## config.mk

```make
export PLATFORM = sky130hd
export DESIGN_NAME = pipe_hazard_ctrl
export DESIGN_NICKNAME = d
export VERILOG_FILES = /design/src/rtl/pipe_hazard_ctrl_pkg.sv /design/src/rtl/pipe_hazard_ctrl.sv
export SDC_FILE = /design/constraint.sdc
export NUM_CORES = 1
export LEC_CHECK = 0
export BUFFER_PORTS_ARGS = -buffer_cell sky130_fd_sc_hd__buf_2
export CORE_UTILIZATION = 47
export CTS_CLUSTER_SIZE = 12
export DETAILED_ROUTE_END_ITERATION = 12
export HOLD_SLACK_MARGIN = 0.06
export PLACE_DENSITY = 0.74
export SYNTH_ARGS = -nofsm -noshare
export SYNTH_HDL_FRONTEND = slang
export SYNTH_SLANG_ARGS = --single-unit
```

## constraint.sdc

```tcl
create_clock -name clk -period 2.15 [get_ports clk]
set_input_delay 0.3225 -clock clk [delete_from_list [all_inputs] [get_ports clk]]
set_output_delay 0.3225 -clock clk [all_outputs]
set_load 0.005 [all_outputs]
```

## src/rtl/pipe_hazard_ctrl_pkg.sv

```systemverilog
// Shared definitions for the pipeline hazard sequencer: FSM encodings,
// register-index width, the control bundle and the load-use decode.
package pipe_hazard_ctrl_pkg;

    localparam int REG_IDX_W = 5;

    localparam logic [0:0] ST_RUN      = 1'b0;
    localparam logic [0:0] ST_MEM_WAIT = 1'b1;

    typedef struct packed {
        logic pc_en;
        logic fd_en;
        logic de_en;
        logic em_en;
        logic mw_en;
        logic fd_flush;
        logic de_flush;
        logic em_flush;
        logic mw_flush;
        logic dmem_req;
    } ctrl_t;

    localparam ctrl_t CTRL_ADVANCE = '{
        pc_en: 1'b1, fd_en: 1'b1, de_en: 1'b1, em_en: 1'b1, mw_en: 1'b1,
        fd_flush: 1'b0, de_flush: 1'b0, em_flush: 1'b0, mw_flush: 1'b0,
        dmem_req: 1'b0
    };

    localparam ctrl_t CTRL_RESET = '{
        pc_en: 1'b0, fd_en: 1'b0, de_en: 1'b0, em_en: 1'b0, mw_en: 1'b0,
        fd_flush: 1'b1, de_flush: 1'b1, em_flush: 1'b1, mw_flush: 1'b1,
        dmem_req: 1'b0
    };

    // r0 is hard-wired zero, so a load targeting it never creates a dependency.
    function automatic logic load_use_hazard(
        input logic                 mem_to_reg,
        input logic [REG_IDX_W-1:0] rw,
        input logic [REG_IDX_W-1:0] rs,
        input logic [REG_IDX_W-1:0] rt,
        input logic                 use_rt
    );
        return mem_to_reg && (rw != '0) && ((rw == rs) || (use_rt && (rw == rt)));
    endfunction

endpackage

```

## src/rtl/pipe_hazard_ctrl.sv

```systemverilog
// Pipeline sequencer: per-stage enables/flushes from load-use, taken-branch and
// data-memory handshake events; state advances on the same negedge as the datapath.
module pipe_hazard_ctrl
    import pipe_hazard_ctrl_pkg::*;
#(
    parameter int MEM_TIMEOUT = 16,
    parameter int STALL_CNT_W = 32
) (
    input  logic                   clk,
    input  logic                   rst_n,
    input  logic [REG_IDX_W-1:0]   rs_2,
    input  logic [REG_IDX_W-1:0]   rt_2,
    input  logic                   use_rt_2,
    input  logic [REG_IDX_W-1:0]   rw_3,
    input  logic                   MemtoReg_3,
    input  logic                   branch_taken_3,
    input  logic                   MemRead_4,
    input  logic                   MemWrite_4,
    input  logic                   dmem_ready,
    input  logic                   stall_clr,
    output logic                   pc_en,
    output logic                   fd_en,
    output logic                   de_en,
    output logic                   em_en,
    output logic                   mw_en,
    output logic                   fd_flush,
    output logic                   de_flush,
    output logic                   em_flush,
    output logic                   mw_flush,
    output logic                   dmem_req,
    output logic                   mem_err,
    output logic [STALL_CNT_W-1:0] stall_cnt
);

    localparam int                WAIT_W     = $clog2(MEM_TIMEOUT + 1);
    localparam logic [WAIT_W-1:0] WAIT_LIMIT = WAIT_W'(MEM_TIMEOUT);

    logic [0:0]             r_state;
    logic [0:0]             w_state_nxt;
    logic [WAIT_W-1:0]      r_wait_cnt;
    logic [WAIT_W-1:0]      w_wait_cnt_nxt;
    logic                   r_mem_err;
    logic [STALL_CNT_W-1:0] r_stall_cnt;

    logic  w_mem_acc;
    logic  w_load_use;
    logic  w_freeze;
    logic  w_abort;
    logic  w_req;
    ctrl_t w_ctrl;

    function automatic logic [STALL_CNT_W-1:0] sat_inc(input logic [STALL_CNT_W-1:0] v);
        return (&v) ? v : v + STALL_CNT_W'(1);
    endfunction

    assign w_mem_acc  = MemRead_4 | MemWrite_4;
    assign w_load_use = load_use_hazard(MemtoReg_3, rw_3, rs_2, rt_2, use_rt_2);

    // Memory handshake FSM: decides freeze/abort and the next wait state.
    always_comb begin
        w_state_nxt    = r_state;
        w_wait_cnt_nxt = r_wait_cnt;
        w_freeze       = 1'b0;
        w_abort        = 1'b0;
        w_req          = 1'b0;
        if (r_state == ST_RUN) begin
            if (w_mem_acc) begin
                w_req = 1'b1;
                if (!dmem_ready) begin
                    w_freeze       = 1'b1;
                    w_state_nxt    = ST_MEM_WAIT;
                    w_wait_cnt_nxt = WAIT_W'(1);
                end
            end
        end else begin
            if (dmem_ready) begin
                w_req          = 1'b1;
                w_state_nxt    = ST_RUN;
                w_wait_cnt_nxt = '0;
            end else if (r_wait_cnt < WAIT_LIMIT) begin
                w_req          = 1'b1;
                w_freeze       = 1'b1;
                w_wait_cnt_nxt = r_wait_cnt + WAIT_W'(1);
            end else begin
                w_abort        = 1'b1;
                w_state_nxt    = ST_RUN;
                w_wait_cnt_nxt = '0;
            end
        end
    end

    // Stage controls by priority: reset > freeze/abort > branch > load-use.
    always_comb begin
        w_ctrl          = CTRL_ADVANCE;
        w_ctrl.dmem_req = w_req;
        if (w_abort) begin
            w_ctrl.mw_flush = 1'b1;
        end else if (w_freeze) begin
            w_ctrl.pc_en    = 1'b0;
            w_ctrl.fd_en    = 1'b0;
            w_ctrl.de_en    = 1'b0;
            w_ctrl.em_en    = 1'b0;
            w_ctrl.mw_flush = 1'b1;
        end else if (branch_taken_3) begin
            w_ctrl.fd_flush = 1'b1;
            w_ctrl.de_flush = 1'b1;
        end else if (w_load_use) begin
            w_ctrl.pc_en    = 1'b0;
            w_ctrl.fd_en    = 1'b0;
            w_ctrl.de_flush = 1'b1;
        end
        if (!rst_n) begin
            w_ctrl = CTRL_RESET;
        end
    end

    assign pc_en     = w_ctrl.pc_en;
    assign fd_en     = w_ctrl.fd_en;
    assign de_en     = w_ctrl.de_en;
    assign em_en     = w_ctrl.em_en;
    assign mw_en     = w_ctrl.mw_en;
    assign fd_flush  = w_ctrl.fd_flush;
    assign de_flush  = w_ctrl.de_flush;
    assign em_flush  = w_ctrl.em_flush;
    assign mw_flush  = w_ctrl.mw_flush;
    assign dmem_req  = w_ctrl.dmem_req;
    assign mem_err   = r_mem_err;
    assign stall_cnt = r_stall_cnt;

    always_ff @(negedge clk or negedge rst_n) begin
        if (!rst_n) begin
            r_state     <= ST_RUN;
            r_wait_cnt  <= '0;
            r_mem_err   <= 1'b0;
            r_stall_cnt <= '0;
        end else begin
            r_state    <= w_state_nxt;
            r_wait_cnt <= w_wait_cnt_nxt;
            if (w_abort) begin
                r_mem_err <= 1'b1;
            end
            if (stall_clr) begin
                r_stall_cnt <= '0;
            end else if (!w_ctrl.pc_en) begin
                r_stall_cnt <= sat_inc(r_stall_cnt);
            end
        end
    end

endmodule

```

==> run summary, run 1 <==
* crit path max fanout: 10
* RSZ-0062 raised after global routing: yes
* pin count of the biggest net entering global routing: 44
* Adder-Cell Fraction of Synth Area: 1.04%
* CP endpoint kind: flip-flop
* portion of the post-synthesis area used by sequential elements: 40.8%
* average cell area after synthesis: 8.90 µm²
* ys async rst share: 100%
* Reg-to-Reg Start: stall_cnt[1]
* count of flip-flops with a built-in enable after synthesis: 0
* Required @ worst endpoint: 1.40 ns
* Avg WL per Cell: 17.4 µm
* combinational family with the most area after synthesis: simple AND/OR/NAND/NOR gates
* Antenna Violating Nets Remaining: 0
* reg-to-reg setup timing slack: -0.15 ns
* end of the worst register-to-register path: stall_cnt[30]
* Synthesis Warnings: 0
* met1 Track Usage GR: 32.2%
* number of different library cells in the post-synthesis netlist: 42
* maximum number of buffers from clock root to sink: 2
* number of top-level pins: 67
* power per cell area: 401 nW/µm²
* overall track demand over capacity in global routing: 28.3%
* TritonCTS clock tree: yes
* length of the first detailed-routing pass in iterations: 4
* share of the synthesized area in the top cell type: 40.8%
* Fin Clk Skew: 0.00352 ns
* die boundary height: 73.4 µm
* number of nets produced by synthesis: 295
* GR Layer Usage met3: 5.62%
* Vias: 2751
* final WL: 8310 µm
* Via density: 5.77
* nets: 437
* Static Leak: 1.76 nW
* TritonCTS buffer count: 5
* MaxCap Viol Count: 0
* launch point of the critical path: rw_3[2]
* clock insertion delay at the later pin of the skew report: 0.30 ns
* summed area of non-filler cells in the final layout: 3860 µm²
* number of slew-limit violations in the final report: 0
* cell depth of the worst min-delay path: 1
* vias in the first global route: 2582
* die footprint: 5380 µm²
* worst-margin pin slew: 0.580 ns
* mux contribution to synthesized area: 4.23%
* worst hold path class: reg -> reg
* startpoint kind of the worst setup timing path: primary input
* placer congestion estimate: 0.765
* Slew HR: 61.3%
* most used routing layer: met2
* met2 Track Usage GR: 51.2%
* Post-Place Cell Area: 3150 µm²
* post-detailed-route DRC marker count: 0
* simple-gate portion of the synthesized area: 30.4%
* Die X-Extent: 73.4 µm
* synthesized flop and latch total: 39
* post-synthesis instance area: 2390 µm²
* Antenna diodes: 0
* top_reg_cell synth: sky130_fd_sc_hd__dfrtn_1
* startpoint of the tightest hold check path: r_wait_cnt[3]
* cell chosen for the clock root: sky130_fd_sc_hd__clkbuf_8
* core area: 4820 µm²
* clock sink total: 39
* standard-cell row count: 25
* Fin. Hold Viols: 0
* top area cells in the synthesized netlist: sky130_fd_sc_hd__dfrtn_1 41%, sky130_fd_sc_hd__a21oi_1 5.2%, sky130_fd_sc_hd__or4_1 5.0%
* path depth of the worst reg2reg path: 7
* parity-gate share of the synthesized area counting xor and xnor cells: 3.66%
* area grow syn2layout: 61.2%
* overflow left after global routing: 0
* clock-pin slew on the worst setup and hold paths: 0.05 ns
* result of the run: complete, but fails checks
* total half-perimeter wirelength after legalization and detailed placement: 4460 µm
* fraction of final layout cells with drive strength greater than 1: 52.0%
* endpoint with the worst hold slack: r_wait_cnt[3]
* worst-case vdd ir drop: 0.257 mV
* type of the worst setup path: in -> reg
* Starting DRT DRC Count: 207
* H-Tree Level Count: 2
* minimum setup slack in the final design: -0.989 ns
* port bufs: 66
* post-synthesis cell type with the largest combined area: sky130_fd_sc_hd__dfrtn_1
* violations in the final reports: negative setup slack
* first-pass GRT wire length: 11600 µm
* number of endpoints failing setup at the final stage: 73
* Post-Synthesis Cells: 269
* arrival time of the worst setup path: 2.39 ns
* area fraction in compound gates after synthesis: 15.6%
* Initial Utilization: 49.7%
* post-layout utilization of the core: 80.1%
* initial antenna violation count: 0
worst max-delay path, cell delays in order:
cell                      delay (ns)
sky130_fd_sc_hd__buf_2          0.12
sky130_fd_sc_hd__xor2_1         0.19
sky130_fd_sc_hd__nor4_2         0.33
sky130_fd_sc_hd__a32oi_2        0.19
sky130_fd_sc_hd__o21ai_4        0.20
sky130_fd_sc_hd__inv_4          0.07
sky130_fd_sc_hd__buf_4          0.14
sky130_fd_sc_hd__buf_8          0.13
sky130_fd_sc_hd__or4_4          0.52
sky130_fd_sc_hd__a21oi_2        0.17
report_power, final:
group	total (W)	internal, W	switching [W]	leakage [nW]
combinational	0.000302	0.000140	0.000163	1.19
sequential	0.000764	0.000750	0.0000138	0.536
clock	0.000480	0.000217	0.000264	0.0371
total	0.00155	0.00111	0.000440	1.76
Yosys cell counts, types with 2 or more instances:
library cell / instances
sky130_fd_sc_hd__and2_1: 4
sky130_fd_sc_hd__mux2_1: 3
sky130_fd_sc_hd__or4_1: 16
sky130_fd_sc_hd__ha_1: 2
sky130_fd_sc_hd__o21ai_0: 12
sky130_fd_sc_hd__nor3_1: 8
sky130_fd_sc_hd__nor2_1: 23
sky130_fd_sc_hd__nor4_2: 2
sky130_fd_sc_hd__or2_2: 2
sky130_fd_sc_hd__clkbuf_1: 6
sky130_fd_sc_hd__inv_1: 3
sky130_fd_sc_hd__buf_6: 2
sky130_fd_sc_hd__nand2_1: 21
sky130_fd_sc_hd__nand4_1: 8
sky130_fd_sc_hd__nor2b_1: 8
sky130_fd_sc_hd__nor4b_1: 3
sky130_fd_sc_hd__nor4_1: 2
sky130_fd_sc_hd__buf_2: 4
sky130_fd_sc_hd__o31ai_1: 15
sky130_fd_sc_hd__or3_1: 7
sky130_fd_sc_hd__mux2_2: 6
sky130_fd_sc_hd__dfrtn_1: 39
sky130_fd_sc_hd__a21oi_1: 25
sky130_fd_sc_hd__and3_1: 2
sky130_fd_sc_hd__xor2_1: 9
sky130_fd_sc_hd__nand3_1: 19
sky130_fd_sc_hd__buf_4: 3
placed cells by master, fill, tap and decap left out, types with 3 or more instances in the layout:
| cell | synthesis | layout |
|---|---|---|
| sky130_fd_sc_hd__nor2b_1 | 8 | 8 |
| sky130_fd_sc_hd__nor2_1 | 23 | 20 |
| sky130_fd_sc_hd__o31ai_1 | 15 | 13 |
| sky130_fd_sc_hd__buf_12 | 0 | 3 |
| sky130_fd_sc_hd__dfrtn_1 | 39 | 39 |
| sky130_fd_sc_hd__buf_2 | 4 | 61 |
| sky130_fd_sc_hd__or3_1 | 7 | 5 |
| sky130_fd_sc_hd__nand2_1 | 21 | 17 |
| sky130_fd_sc_hd__nor4b_4 | 0 | 3 |
| sky130_fd_sc_hd__or4_4 | 0 | 5 |
| sky130_fd_sc_hd__and2_1 | 4 | 4 |
| sky130_fd_sc_hd__clkbuf_8 | 0 | 5 |
| sky130_fd_sc_hd__or4_1 | 16 | 11 |
| sky130_fd_sc_hd__a21oi_1 | 25 | 15 |
| sky130_fd_sc_hd__nand3_1 | 19 | 17 |
| sky130_fd_sc_hd__o21ai_0 | 12 | 10 |
| sky130_fd_sc_hd__nand4_1 | 8 | 8 |
| sky130_fd_sc_hd__buf_4 | 3 | 75 |
| sky130_fd_sc_hd__inv_1 | 3 | 3 |
| sky130_fd_sc_hd__a21oi_2 | 0 | 9 |
| sky130_fd_sc_hd__o21ai_4 | 1 | 3 |
| sky130_fd_sc_hd__xor2_1 | 9 | 8 |
| sky130_fd_sc_hd__mux2_4 | 0 | 6 |
| sky130_fd_sc_hd__nor3_1 | 8 | 5 |
| sky130_fd_sc_hd__buf_6 | 2 | 10 |
| sky130_fd_sc_hd__nor3_4 | 0 | 3 |
flip-flops by register name, summed over array words and instances (netlist names):
name        flops
mem_err         1
r_state         1
r_wait_cnt      5
stall_cnt      32
worst max-delay path by stage:
stage                     to  slack (ns)
2_1_floorplan   stall_cnt[9]       -0.98
3_5_place_dp    stall_cnt[8]       -1.15
5_1_grt        stall_cnt[28]       -1.02
4_1_cts                fd_en       -0.89
6_report        stall_cnt[4]       -0.99
3_3_place_gp    stall_cnt[9]       -1.10
routing by layer:
layer,vias to the layer above,wire length [µm]
li1,1282,-
met1,1363,3250
met2,93,4550
met3,13,357
met4,0,150
met5,-,0
cell families after synthesis:
| family | after synthesis |
|---|---|
| DFF | 39 |
| xor gates and xnor gates | 10 |
| AOI/OAI and AO/OA | 61 |
| muxes | 9 |
| and+or+nand+nor | 129 |
| buffers and inverters | 19 |
| adders and majority gates | 2 |
cell type report:
cell class              count  area [µm²]
clock buffers               6        72.6
fillers                   297         957
inverters                   4        17.5
multi-input cells         211        1650
flip-flops and latches     39         976
well taps                  67        83.8
repair buffers            150        1060
repair_timing:
item | 4_1_cts | 5_1_grt
pin swaps | 13 | 15
cloned | 1 | 0
hold endpoints to repair | 0 | 0
gates resized for setup | 28 | 39
setup buffers | 36 | 16
setup endpoints to repair | 73 | 75
hold buffers | 0 | 0
metrics by stage:
stage	setup slack (ns)	hold WS, ns	power [W]	TNS [ns]	std cells
final	-0.989	0.455	0.00155	-37.37	477
after global routing	-1.02	0.450	0.00161	-39.79	477
after CTS	-0.893	0.413	0.00148	-33.62	464
after detailed placement	-1.15	0.413	0.000994	-37.89	423
after global placement	-1.10	0.410	0.000988	-36.32	423
after floorplan	-0.983	0.399	0.000882	-29.74	269
Power figures use the tool's default switching activity.
==> run 2: changes to the inputs <==
--- a/config.mk
+++ b/config.mk
@@ -11,6 +11,7 @@
 export DETAILED_ROUTE_END_ITERATION = 12
 export HOLD_SLACK_MARGIN = 0.06
 export PLACE_DENSITY = 0.74
+export REMOVE_ABC_BUFFERS = 1
 export SYNTH_ARGS = -nofsm -noshare
 export SYNTH_HDL_FRONTEND = slang
 export SYNTH_SLANG_ARGS = --single-unit
==> run summary, run 2 (same netlist as run 1, synthesis figures left out) <==
* maximum number of buffers from clock root to sink: 2, unchanged
* die footprint: 5380 µm², unchanged
* standard-cell row count: 25, unchanged
* worst hold path class: reg -> reg
* die boundary height: 73.4 µm, unchanged
* placer congestion estimate: 0.840, +9.8%
* number of top-level pins: 67, unchanged
* Post-Route Hold Slack: 0.412 ns, -0.0428 ns
* number of endpoints failing setup at the final stage: 73, unchanged
* Starting DRT DRC Count: 278, +34%
* Required @ worst endpoint: 1.83 ns, +0.43 ns
* area grow syn2layout: 63.5%
* Fin Clk Skew: 0.00486 ns, +0.00134 ns
* Vias: 2939, +6.8%
* overall track demand over capacity in global routing: 31.4%, +3.1 points
* initial antenna violation count: 0, unchanged
* launch point of the critical path: r_wait_cnt[4]
* result of the run: complete, but fails checks
* summed negative setup slack over all endpoints: -34.23 ns, +3.14 ns
* Initial Utilization: 49.7%, unchanged
* TritonCTS clock tree: yes
* crit path max fanout: 4, -6
* violations in the final reports: negative setup slack
* arrival time of the worst setup path: 2.73 ns, +0.34 ns
* minimum setup slack in the final design: -0.901 ns, +0.0885 ns
* final WL: 8620 µm, +3.7%
* Antenna diodes: 0, unchanged
* startpoint kind of the worst setup timing path: flip-flop
* post-layout utilization of the core: 81.3%, +1.1 points
* clock sink total: 39, unchanged
* overflow left after global routing: 0, unchanged
* clock insertion delay at the later pin of the skew report: 0.30 ns, about the same
* Static Leak: 1.80 nW, +2.1%
* summed area of non-filler cells in the final layout: 3920 µm², +1.4%
* core area: 4820 µm², unchanged
* Avg WL per Cell: 17.8 µm, +2.0%
* TritonCTS buffer count: 5, unchanged
* post-place setup slack: -1.15 ns, +0.00423 ns
* H-Tree Level Count: 2, unchanged
* total half-perimeter wirelength after legalization and detailed placement: 4400 µm, -1.3%
* type of the worst setup path: reg -> out
* first-pass GRT wire length: 12700 µm, +9.2%
* count of fill cells added during filler insertion: 301, +1.3%
* MaxCap Viol Count: 0, unchanged
* total area of multi-input combinational cells: 1640 µm², -0.83%
* Reg-to-Reg Start: stall_cnt[1]
* Antenna Violating Nets Remaining: 0, unchanged
* number of flip-flops under the largest register name: 32, unchanged
* Die X-Extent: 73.4 µm, unchanged
* port bufs: 66, unchanged
* length of the first detailed-routing pass in iterations: 5, +1
* vias in the first global route: 2726, +5.6%
* nets: 443, +1.4%
* pin count of the biggest net entering global routing: 44, unchanged
* startpoint of the tightest hold check path: mem_err
* Via density: 6.06, +5.1%
* hold buffer count at cts: 0, unchanged
* power per cell area: 400 nW/µm², -0.27%
* number of slew-limit violations in the final report: 0, unchanged
* fraction of final layout cells with drive strength greater than 1: 56.2%, +4.3 points
* most frequent standard cell in the layout excluding fill and tap cells: sky130_fd_sc_hd__buf_4
* storage element area: 976 µm², unchanged
* worst-case vdd ir drop: 0.293 mV, +14%
* Fin. Hold Viols: 0, unchanged
* most frequent cells in the layout: 84 x sky130_fd_sc_hd__buf_4, 60 x sky130_fd_sc_hd__buf_2, 39 x sky130_fd_sc_hd__dfrtn_1, 22 x sky130_fd_sc_hd__nor2_1
* clock-pin slew on the worst setup and hold paths: 0.06 ns, about the same
* post-detailed-route DRC marker count: 0, unchanged
* Slew HR: 60.0%, -1.3 points
* RSZ-0062 raised after global routing: yes
* CP endpoint kind: output port
* cell chosen for the clock root: sky130_fd_sc_hd__clkbuf_8
* worst-margin pin slew: 0.600 ns, +0.0200 ns
* Post-Place Cell Area: 3070 µm², -2.5%
## run 2: through the flow
stage,instances,total power [W]
floorplan,254,0.000849
global placement,430,0.000981
detailed placement,430,0.000986
CTS,485,0.00154
global route,485,0.00162
finish,485,0.00156
## run 2: area by class of cell
class,count,share of cell area (%)
Clock buffer,7,1.95
Clock inverter,1,0.128
Inverter,4,0.447
Multi-Input combinational cell,211,41.9
Sequential cell,39,24.9
Tap cell,67,2.14
Timing Repair Buffer,156,28.5
## run 2: what timing repair did
action | CTS | global route
setup endpoints to repair | 73 | 73
gates cloned | 2 | 0
hold endpoints to repair | 0 | 0
buffers inserted | 45 | 1
resized for setup | 46 | 44
pin swaps | 19 | 2
## run 2: worst max-delay path, stage by stage, from the launching register on
cell,delay (ns)
sky130_fd_sc_hd__dfrtn_1,0.37
sky130_fd_sc_hd__nand2_2,0.09
sky130_fd_sc_hd__nor2_2,0.04
sky130_fd_sc_hd__or3_4,0.34
sky130_fd_sc_hd__o21ai_4,0.18
sky130_fd_sc_hd__inv_4,0.08
sky130_fd_sc_hd__buf_12,0.13
sky130_fd_sc_hd__buf_2,0.12
## run 2: path summary, 6_finish.rpt
path                            endpoint  slack, ns  depth (start not counted)
max reg2reg                stall_cnt[27]      -0.41                          7
max                                pc_en      -0.90                          7
min in group asynchronous  stall_cnt[21]       1.11                          2
min reg2reg                      mem_err       0.41                          1
min                              mem_err       0.41                          1
max in group asynchronous  r_wait_cnt[3]       0.64                          2
## run 2: where the power goes
part	total, W	internal, W	switching [W]
clock	0.000504	0.000228	0.000275
combinational	0.000298	0.000145	0.000154
sequential	0.000762	0.000750	0.0000123
## run 2: metal layers
metal / track usage (%) / share of wire, % / vias to the layer above
met2: 55.0 / 51 / 188
met5: 0 / 0 / -
met3: 6.58 / 7.3 / 35
met1: 36.3 / 38 / 1412
met4: 15.6 / 3.9 / 0
li1: - / - / 1304
